[src/rtl/alu_seq.sv]
// alu_seq: sequential RV32I integer ALU with start/done handshake.
// Single-cycle logic/add/compare ops; 1-bit-per-cycle serial shifter.
module alu_seq (
    input  logic        clk,
    input  logic        reset,
    input  logic        start,
    input  logic [6:0]  opcode,
    input  logic [2:0]  funct3,
    input  logic        funct7_5,
    input  logic [31:0] alu_in1,
    input  logic [31:0] alu_in2,
    output logic [31:0] result,
    output logic        done,
    output logic        busy
);

    localparam logic [6:0] RISCV_OP     = 7'b0110011;
    localparam logic [6:0] RISCV_OP_IMM = 7'b0010011;
    localparam logic [6:0] RISCV_AUIPC  = 7'b0010111;

    localparam logic [2:0] F3_ADD  = 3'b000;
    localparam logic [2:0] F3_SLL  = 3'b001;
    localparam logic [2:0] F3_SLT  = 3'b010;
    localparam logic [2:0] F3_SLTU = 3'b011;
    localparam logic [2:0] F3_XOR  = 3'b100;
    localparam logic [2:0] F3_SR   = 3'b101;
    localparam logic [2:0] F3_OR   = 3'b110;
    localparam logic [2:0] F3_AND  = 3'b111;

    typedef enum logic {
        IDLE,
        SHIFT
    } state_e;

    typedef enum logic [1:0] {
        SH_SLL,
        SH_SRL,
        SH_SRA
    } shkind_e;

    state_e      state_q,  state_d;
    shkind_e     kind_q,   kind_d;
    logic [31:0] work_q,   work_d;
    logic [4:0]  cnt_q,    cnt_d;
    logic [31:0] result_q, result_d;
    logic        done_q,   done_d;

    logic        is_op;
    logic        is_imm;
    logic        is_auipc;
    logic        dec_shift;
    shkind_e     dec_kind;
    logic [4:0]  shamt;
    logic [31:0] fast_res;
    logic [31:0] step_res;

    assign shamt = alu_in2[4:0];

    // Opcode/funct decode and single-cycle result of the incoming request.
    always_comb begin
        is_op     = (opcode == RISCV_OP);
        is_imm    = (opcode == RISCV_OP_IMM);
        is_auipc  = (opcode == RISCV_AUIPC);
        dec_shift = 1'b0;
        dec_kind  = SH_SLL;
        fast_res  = 32'd0;
        if (is_auipc) begin
            fast_res = alu_in1 + alu_in2;
        end else if (is_op || is_imm) begin
            case (funct3)
                F3_ADD: begin
                    if (is_op && funct7_5) begin
                        fast_res = alu_in1 - alu_in2;
                    end else begin
                        fast_res = alu_in1 + alu_in2;
                    end
                end
                F3_SLL: begin
                    dec_shift = 1'b1;
                    dec_kind  = SH_SLL;
                    fast_res  = alu_in1;
                end
                F3_SLT: begin
                    fast_res = {31'd0, $signed(alu_in1) < $signed(alu_in2)};
                end
                F3_SLTU: begin
                    fast_res = {31'd0, alu_in1 < alu_in2};
                end
                F3_XOR: begin
                    fast_res = alu_in1 ^ alu_in2;
                end
                F3_SR: begin
                    dec_shift = 1'b1;
                    dec_kind  = funct7_5 ? SH_SRA : SH_SRL;
                    fast_res  = alu_in1;
                end
                F3_OR: begin
                    fast_res = alu_in1 | alu_in2;
                end
                F3_AND: begin
                    fast_res = alu_in1 & alu_in2;
                end
                default: begin
                    fast_res = 32'd0;
                end
            endcase
        end
    end

    // One-bit move of the working register for the latched shift kind.
    always_comb begin
        step_res = work_q;
        unique case (kind_q)
            SH_SLL:  step_res = {work_q[30:0], 1'b0};
            SH_SRL:  step_res = {1'b0, work_q[31:1]};
            SH_SRA:  step_res = {work_q[31], work_q[31:1]};
            default: step_res = work_q;
        endcase
    end

    // Next-state logic: accept in IDLE, iterate the shifter in SHIFT.
    always_comb begin
        state_d  = state_q;
        kind_d   = kind_q;
        work_d   = work_q;
        cnt_d    = cnt_q;
        result_d = result_q;
        done_d   = 1'b0;
        unique case (state_q)
            IDLE: begin
                if (start) begin
                    if (dec_shift && (shamt != 5'd0)) begin
                        state_d = SHIFT;
                        kind_d  = dec_kind;
                        work_d  = alu_in1;
                        cnt_d   = shamt;
                    end else begin
                        result_d = fast_res;
                        done_d   = 1'b1;
                    end
                end
            end
            SHIFT: begin
                work_d = step_res;
                cnt_d  = cnt_q - 5'd1;
                if (cnt_q == 5'd1) begin
                    result_d = step_res;
                    done_d   = 1'b1;
                    state_d  = IDLE;
                end
            end
            default: begin
                state_d = IDLE;
            end
        endcase
    end

    // State and datapath registers with synchronous reset.
    always_ff @(posedge clk) begin
        if (reset) begin
            state_q  <= IDLE;
            kind_q   <= SH_SLL;
            work_q   <= 32'd0;
            cnt_q    <= 5'd0;
            result_q <= 32'd0;
            done_q   <= 1'b0;
        end else begin
            state_q  <= state_d;
            kind_q   <= kind_d;
            work_q   <= work_d;
            cnt_q    <= cnt_d;
            result_q <= result_d;
            done_q   <= done_d;
        end
    end

    assign result = result_q;
    assign done   = done_q;
    assign busy   = (state_q == SHIFT);

endmodule

[config.mk]
export PLATFORM = sky130hd
export DESIGN_NAME = alu_seq
export DESIGN_NICKNAME = d
export VERILOG_FILES = /design/src/rtl/alu_seq.sv
export SDC_FILE = /design/constraint.sdc
export NUM_CORES = 1
export LEC_CHECK = 0
export CORE_MARGIN = 2
export CORE_UTILIZATION = 55
export CTS_BUF_LIST = sky130_fd_sc_hd__clkbuf_16
export CTS_CLUSTER_DIAMETER = 150
export CTS_CLUSTER_SIZE = 25
export DETAILED_ROUTE_END_ITERATION = 8
export PLACE_DENSITY = 0.79
export SLEW_MARGIN = 0
export SYNTH_ARGS = -nofsm -noshare
export SYNTH_HDL_FRONTEND = slang
export SYNTH_SLANG_ARGS = --single-unit
[constraint.sdc]
create_clock -name clk -period 4.7 [get_ports clk]
set_clock_uncertainty 0.15 [all_clocks]
set_input_delay 0.47 -clock clk [delete_from_list [all_inputs] [get_ports clk]]
set_output_delay 0.47 -clock clk [all_outputs]
set_load 0.1 [all_outputs]
==> results of run 1 <==
==> kinds of logic (layout without fill, tap and decap cells) <==
family / after synthesis / in the layout / share of synthesized area, %
buf+inv: 215 / 275 / 9.02
simple gates: 433 / 433 / 21.0
compound gates: 510 / 510 / 35.0
flops: 73 / 73 / 15.2
fa+ha+maj: 100 / 100 / 13.2
mux: 12 / 12 / 1.30
xor+xnor: 58 / 58 / 5.29
==> cells in the mapped netlist (14+ instances only) <==
master and number:
buf_1 14, clkbuf_1 71, inv_1 102, nand2b_1 22, ha_1 98, o211ai_1 30
nor2b_1 14, nand2_1 129, dfxtp_1 73, nand3_1 30, o21ai_0 81, a31oi_1 15
nor3_1 28, nor2_1 138, a311oi_1 23, buf_2 17, or3_1 17, a211oi_1 27
o22ai_1 34, a21oi_1 176, xnor2_1 52
==> critical path: stages <==
cell and delay (ns):
clkdlybuf4s50_1 0.58, ha_1 0.22, inv_1 0.06, fa_1 0.38
nor2b_1 0.15, o21ai_0 0.29, a31oi_1 0.22, a2111o_1 0.53
a311oi_1 0.57, o311ai_0 0.17, o21ai_0 0.14, xnor2_1 0.08
o21ai_0 0.25, a211oi_1 0.11
==> per-layer routing <==
metal	wire [microns]	GRT usage, %
met3	4780	8.46
met5	0	0
met2	15200	55.3
met4	884	10.3
met1	16000	57.8
==> power groups by stage <==
stage / logic, mW / registers [mW] / clock network [mW]
after floorplan: 0.561 / 0.706 / 0
after global placement: 0.899 / 0.649 / 0
after detailed placement: 0.899 / 0.649 / 0
after CTS: 0.904 / 0.635 / 0.803
after global routing: 0.996 / 0.636 / 0.833
final: 0.933 / 0.635 / 0.802
==> metrics by stage <==
| stage | power (mW) | util (%) | setup WS (ns) | hold slack, ns | cell area, sq um |
|---|---|---|---|---|---|
| 4_1_cts | 2.34 | 65.2 | 0.631 | 0.307 | 11200 |
| 2_1_floorplan | 1.27 | - | 1.15 | 0.312 | 9600 |
| 3_5_place_dp | 1.55 | 63.2 | 0.276 | 0.300 | 10800 |
| 6_report | 2.37 | 65.2 | 0.512 | 0.302 | 11200 |
| 3_3_place_gp | 1.55 | 63.2 | 0.407 | 0.288 | 10800 |
| 5_1_grt | 2.46 | 65.2 | 0.364 | 0.323 | 11200 |
==> worst max-delay path by stage <==
stage	slack [ns]	to	cells past startpoint	from
4_1_cts	0.63	result[30]$_SDFFE_PP0P_	13	alu_in2[0]
2_1_floorplan	1.15	result[30]$_SDFFE_PP0P_	12	alu_in1[0]
6_report	0.51	result[22]$_SDFFE_PP0P_	14	alu_in2[0]
3_3_place_gp	0.41	result[30]$_SDFFE_PP0P_	13	alu_in2[0]
3_5_place_dp	0.28	result[30]$_SDFFE_PP0P_	13	alu_in2[0]
5_1_grt	0.36	result[22]$_SDFFE_PP0P_	14	alu_in2[0]
==> area by class of cell <==
class / instances / area, sq um
multi-input combinational: 1113 / 7280
fill: 1615 / 5980
clock buffer: 9 / 225
tap: 225 / 282
inverter: 106 / 398
sequential: 73 / 1460
clock inverter: 7 / 119
timing repair buffer: 153 / 1420
==> flip-flops by register name, summed over array words and instances (netlist names) <==
signal / cells
cnt_q: 5
busy: 1
done: 1
kind_q: 2
work_q: 32
result: 32
==> flow_summary_export.csv, run 1 <==
group,metric,value,unit
drt,vias,11100,
cts,ctsRootBufferMaster,"clkbuf_16",
layout,final_nets,1634,
worst_setup_path,ff2ff_setup_slack,2.00,ns
run_status,status,"complete, no violations",
sta,setup_tns,0,ns
layout,final_cells,1686,
drt,viasPerCell,6.60,
die,die_w,136,microns
global_route,antenna_found_initial,0,
pwr,power.density,212,nW/um^2
drt,wl_per_cell,21.9,microns
logic_synthesis,synth_cells,1401,
logic_synthesis,syn_area,9600,sq um
pwr,swShare,36.9,%
cts,cts_made_buffers,9,
sta,max-slew-margin-rel,32.8,%
global_route,grt_pass1_wl,55.6,mm
pwr,intPower,1.50,mW
placement,place.gp.congestion,1.02,
logic_synthesis,yosys_most_used_dff,"dfxtp_1",
pwr,p_comb_share,39.4,%
pwr,clockPowerShare,33.8,%
pwr,ir_worst_vdd,0.227,mV
logic_synthesis,syn_area_per_cell,6.85,sq um
min_path,hold_start,"result[5]$_SDFFE_PP0P_",
sta,setup_violations,0,
sta,fmax,239,MHz
pwr,switchingPower,874,uW
min_path,hold-path-cell-count,2,
layout,most-common-layout-cells,"a21oi_1, nor2_1, nand2_1",
logic_synthesis,ys_ff_latch,73,
placement,port_buffers,111,
global_route,grt_usage,38.7,%
worst_setup_path,cp-end-kind,"flop",
worst_setup_path,start_kind,"primary input",
global_route,grt-ovfl-total,0,
die,initial_core_util,55.9,%
sta,drv_slew,0,
layout,syn2layout_area_growth,16.6,%
logic_synthesis,synth_top_area_cell,"dfxtp_1",
drt,drtIter0Drc,1520,
min_path,hold_class,"reg -> reg",
die,dieArea,18500,sq um
drt,ant_nets,0,
pwr,p_leak,4.42,nW
worst_setup_path,required,4.74,ns
logic_synthesis,ys_async_sr_fraction,0,%
layout,drive_above_1_share,6.43,%
sta,fin_crit_sh,89.1,%
run,drv_cap,0,
drt,dr.pass1.iters,6,
worst_setup_path,crit_arrival,4.22,ns
cts,cts_max_level,3,
logic_synthesis,ys_top_cells_by_area,"dfxtp_1, ha_1, a21oi_1",
sta,rsz0062_at_grt,"no",
worst_setup_path,reg2regPathDepth,7,
cts,tritoncts,"built",
layout,final_common_cell,"a21oi_1",
drt,drc,0,
worst_setup_path,rr_endpoint,"result[6]$_SDFFE_PP0P_",
logic_synthesis,netlist.area_leader.share,15.2,%
global_route,grt_max_degree,81,
global_route,grt_pass1_vias,9783,
worst_setup_path,cp_max_fo,6,
logic_synthesis,synth_cell_types,83,
placement,hpwl,27.3,mm
pwr,pwr-share-seq,26.8,%
cts,path_clk_slew,0.06,ns
logic_synthesis,ys_seq_area_share,15.2,%
logic_synthesis,synth_nets,1579,
cts,post_cts_resized,0,
logic_synthesis,yosysWarnings,0,
worst_setup_path,rr_startpoint,"kind_q[0]$_SDFFE_PP0P_",
layout,diodes,0,
cts,clock_path_buffers,2,
min_path,hold_end,"result[5]$_SDFFE_PP0P_",
sta,tightest_slew,1.00,ns
die,core,17200,sq um
cts,postCtsSetupBuffers,0,
logic_synthesis,synth_enable_flop_cells,0,
drt,wirelength,36.9,mm
sta,period_minus_slack,4.19,ns
cts,clk_latency,0.34,ns
die,rows,48,
placement,dp.cells,1670,
cts,holdBufCountCts,0,
die,die_h,136,microns
cts,cts_num_sinks,73,
die,pin_count,112,
sta,hold_viol,0,
worst_setup_path,worstSetupPathType,"in -> reg",
Power figures use the tool's default switching activity.
==> run 2: changes to the inputs <==
- SKIP_LAST_GASP: default -> 1
==> results of run 2 <==
Final layout, timing and power as in run 1 (identical DEF).
==> run 3: changes to the inputs <==
- CORE_ASPECT_RATIO: default -> 1.2
==> run 3 against run 2 <==
Compared with the run above: cell count down 0.59%; via count down 0.59%; register-to-register slack worse by 0.04 ns; largest power group unchanged; maximum frequency up 1.1%; hold slack better by 0.0018 ns; final area down 0.28%; critical path depth unchanged; sequential cell count unchanged; utilization up 0.56 points; highest routed layer unchanged.
==> flow_summary_export.csv, run 3 (synthesis gave the netlist of run 1 again) <==
group,metric,value,unit
placement,place.gp.congestion,1.04,
sta,fmax,241,MHz
layout,final_common_cell,"a21oi_1",
layout,most-common-layout-cells,"a21oi_1, nor2_1, nand2_1",
run,drv_cap,0,
min_path,hold-path-cell-count,2,
sta,rsz0062_at_grt,"no",
global_route,grt_pass1_vias,10200,
drt,ant_nets,0,
global_route,grt_max_degree,82,
drt,viasPerCell,6.60,
die,die_h,149,microns
sta,max-slew-margin-rel,29.6,%
cts,clock_path_buffers,2,
global_route,antenna_found_initial,0,
cts,cts_num_sinks,73,
cts,tritoncts,"built",
min_path,hold_start,"result[5]$_SDFFE_PP0P_",
worst_setup_path,path_cells,"clkdlybuf4s50_1, inv_1, ha_1, a21oi_1, o221ai_1, a21oi_1, buf_4, nand3_1, a21oi_1, o21bai_1, a221oi_1, nor4b_1, a211oi_1, a311oi_1",
cts,post_cts_resized,0,
worst_setup_path,rr_startpoint,"kind_q[1]$_SDFFE_PP0P_",
min_path,hold_class,"reg -> reg",
cts,clk_latency,0.34,ns
min_path,hold_end,"result[5]$_SDFFE_PP0P_",
die,initial_core_util,56.5,%
global_route,grt_pass1_wl,57.0,mm
layout,drive_above_1_share,6.37,%
worst_setup_path,required,4.76,ns
die,pin_count,112,
run_status,status,"complete, no violations",
global_route,grt_usage,38.8,%
sta,fin_crit_sh,88.1,%
pwr,power.density,213,nW/um^2
worst_setup_path,cpPeakStageDelay,0.65,ns
drt,wl_per_cell,22.1,microns
drt,wirelength,37.0,mm
sta,hold_viol,0,
layout,syn2layout_area_growth,16.3,%
worst_setup_path,rr_endpoint,"result[21]$_SDFFE_PP0P_",
pwr,p_leak,4.41,nW
placement,port_buffers,111,
worst_setup_path,cp-end-kind,"flop",
pwr,ir_worst_vdd,0.124,mV
drt,vias,11100,
cts,cts_max_level,3,
pwr,intPower,1.50,mW
worst_setup_path,ff2ff_setup_slack,1.96,ns
drt,drc,0,
sta,setup_violations,0,
die,dieArea,18500,sq um
sta,period_minus_slack,4.14,ns
pwr,pwr-share-seq,26.8,%
cts,cts_made_buffers,9,
die,rows,52,
layout,multi_input_area,7280,sq um
pwr,switchingPower,878,uW
placement,dp.cells,1660,
worst_setup_path,reg2regPathDepth,8,
die,die_w,125,microns
sta,tightest_slew,1.05,ns
pwr,clockPowerShare,33.8,%
worst_setup_path,cp_slowest_cell,"a221oi_1",
worst_setup_path,crit_arrival,4.20,ns
cts,postCtsSetupBuffers,0,
layout,fill_cells,1543,
cts,path_clk_slew,0.06,ns
cts,holdBufCountCts,0,
sta,setup_tns,0,ns
worst_setup_path,path_common_cell,"a21oi_1",
placement,dpl_cell_area,10800,sq um
worst_setup_path,start_kind,"primary input",
global_route,grt-ovfl-total,0,
layout,diodes,0,
worst_setup_path,worstSetupPathType,"in -> reg",
placement,hpwl,27.7,mm
die,core,17000,sq um
layout,final_cells,1676,
cts,ctsRootBufferMaster,"clkbuf_16",
pwr,p_comb_share,39.4,%
layout,final_nets,1633,
layout,ff_latch_area,1460,sq um
layout,final_area,11200,sq um
pwr,swShare,37.0,%
drt,dr.pass1.iters,6,
worst_setup_path,cp_max_fo,13,
sta,drv_slew,0,
drt,drtIter0Drc,1301,
==> run 3: changes by cell type in the layout (fill, tap and decap cells not counted), sizes merged <==
cell and delta:
buf -1
==> run 3: worst max path at each step <==
| stage | startpoint | to | slack, ns | cells after the start |
|---|---|---|---|---|
| global placement | alu_in2[0] | result[30]$_SDFFE_PP0P_ | 0.39 | 13 |
| global route | alu_in2[0] | result[24]$_SDFFE_PP0P_ | 0.38 | 14 |
| floorplan | alu_in1[0] | result[30]$_SDFFE_PP0P_ | 1.15 | 12 |
| detailed placement | alu_in2[0] | result[30]$_SDFFE_PP0P_ | 0.30 | 13 |
| CTS | alu_in2[0] | result[30]$_SDFFE_PP0P_ | 0.65 | 13 |
| finish | alu_in1[10] | result[31]$_SDFFE_PP0P_ | 0.56 | 14 |
==> run 3: final cells by class <==
class,count,share of cell area [%]
Clock buffer,9,2.02
Clock inverter,7,1.07
Inverter,106,3.57
Multi-Input combinational cell,1113,65.2
Sequential cell,73,13.1
Tap cell,216,2.42
Timing Repair Buffer,152,12.6
==> run 3: power by group through the flow <==
stage          combinational [mW]  sequential (mW)  clock (mW)
2_1_floorplan               0.561            0.706           0
3_3_place_gp                0.904            0.649           0
3_5_place_dp                0.904            0.649           0
4_1_cts                     0.909            0.635       0.806
5_1_grt                      1.00            0.636       0.831
6_report                    0.936            0.635       0.803
==> run 3: critical path, delay by kind of cell <==
family	cells	cell delay (ns)
adders and majority gates	1	0.49
AOI/OAI and AO/OA	8	2.23
buffers and inverters	3	0.80
and+or+nand+nor	2	0.23
==> run 3: through the flow <==
stage / power (mW) / setup slack, ns / hold WS [ns] / util [%]
CTS: 2.35 / 0.651 / 0.305 / 65.7
finish: 2.37 / 0.559 / 0.304 / 65.7
floorplan: 1.27 / 1.15 / 0.312 / -
global placement: 1.55 / 0.392 / 0.288 / 63.7
global route: 2.47 / 0.380 / 0.345 / 65.7
detailed placement: 1.55 / 0.299 / 0.296 / 63.7
==> run 3: routing by layer <==
layer	wire, microns	track usage [%]	part of all wire (%)	up-vias
met3	4180	6.80	11	102
met1	15400	54.1	42	5139
met2	16200	60.3	44	685
li1	-	-	-	5140
met4	1230	13.7	3.3	0
met5	0	0	0	-
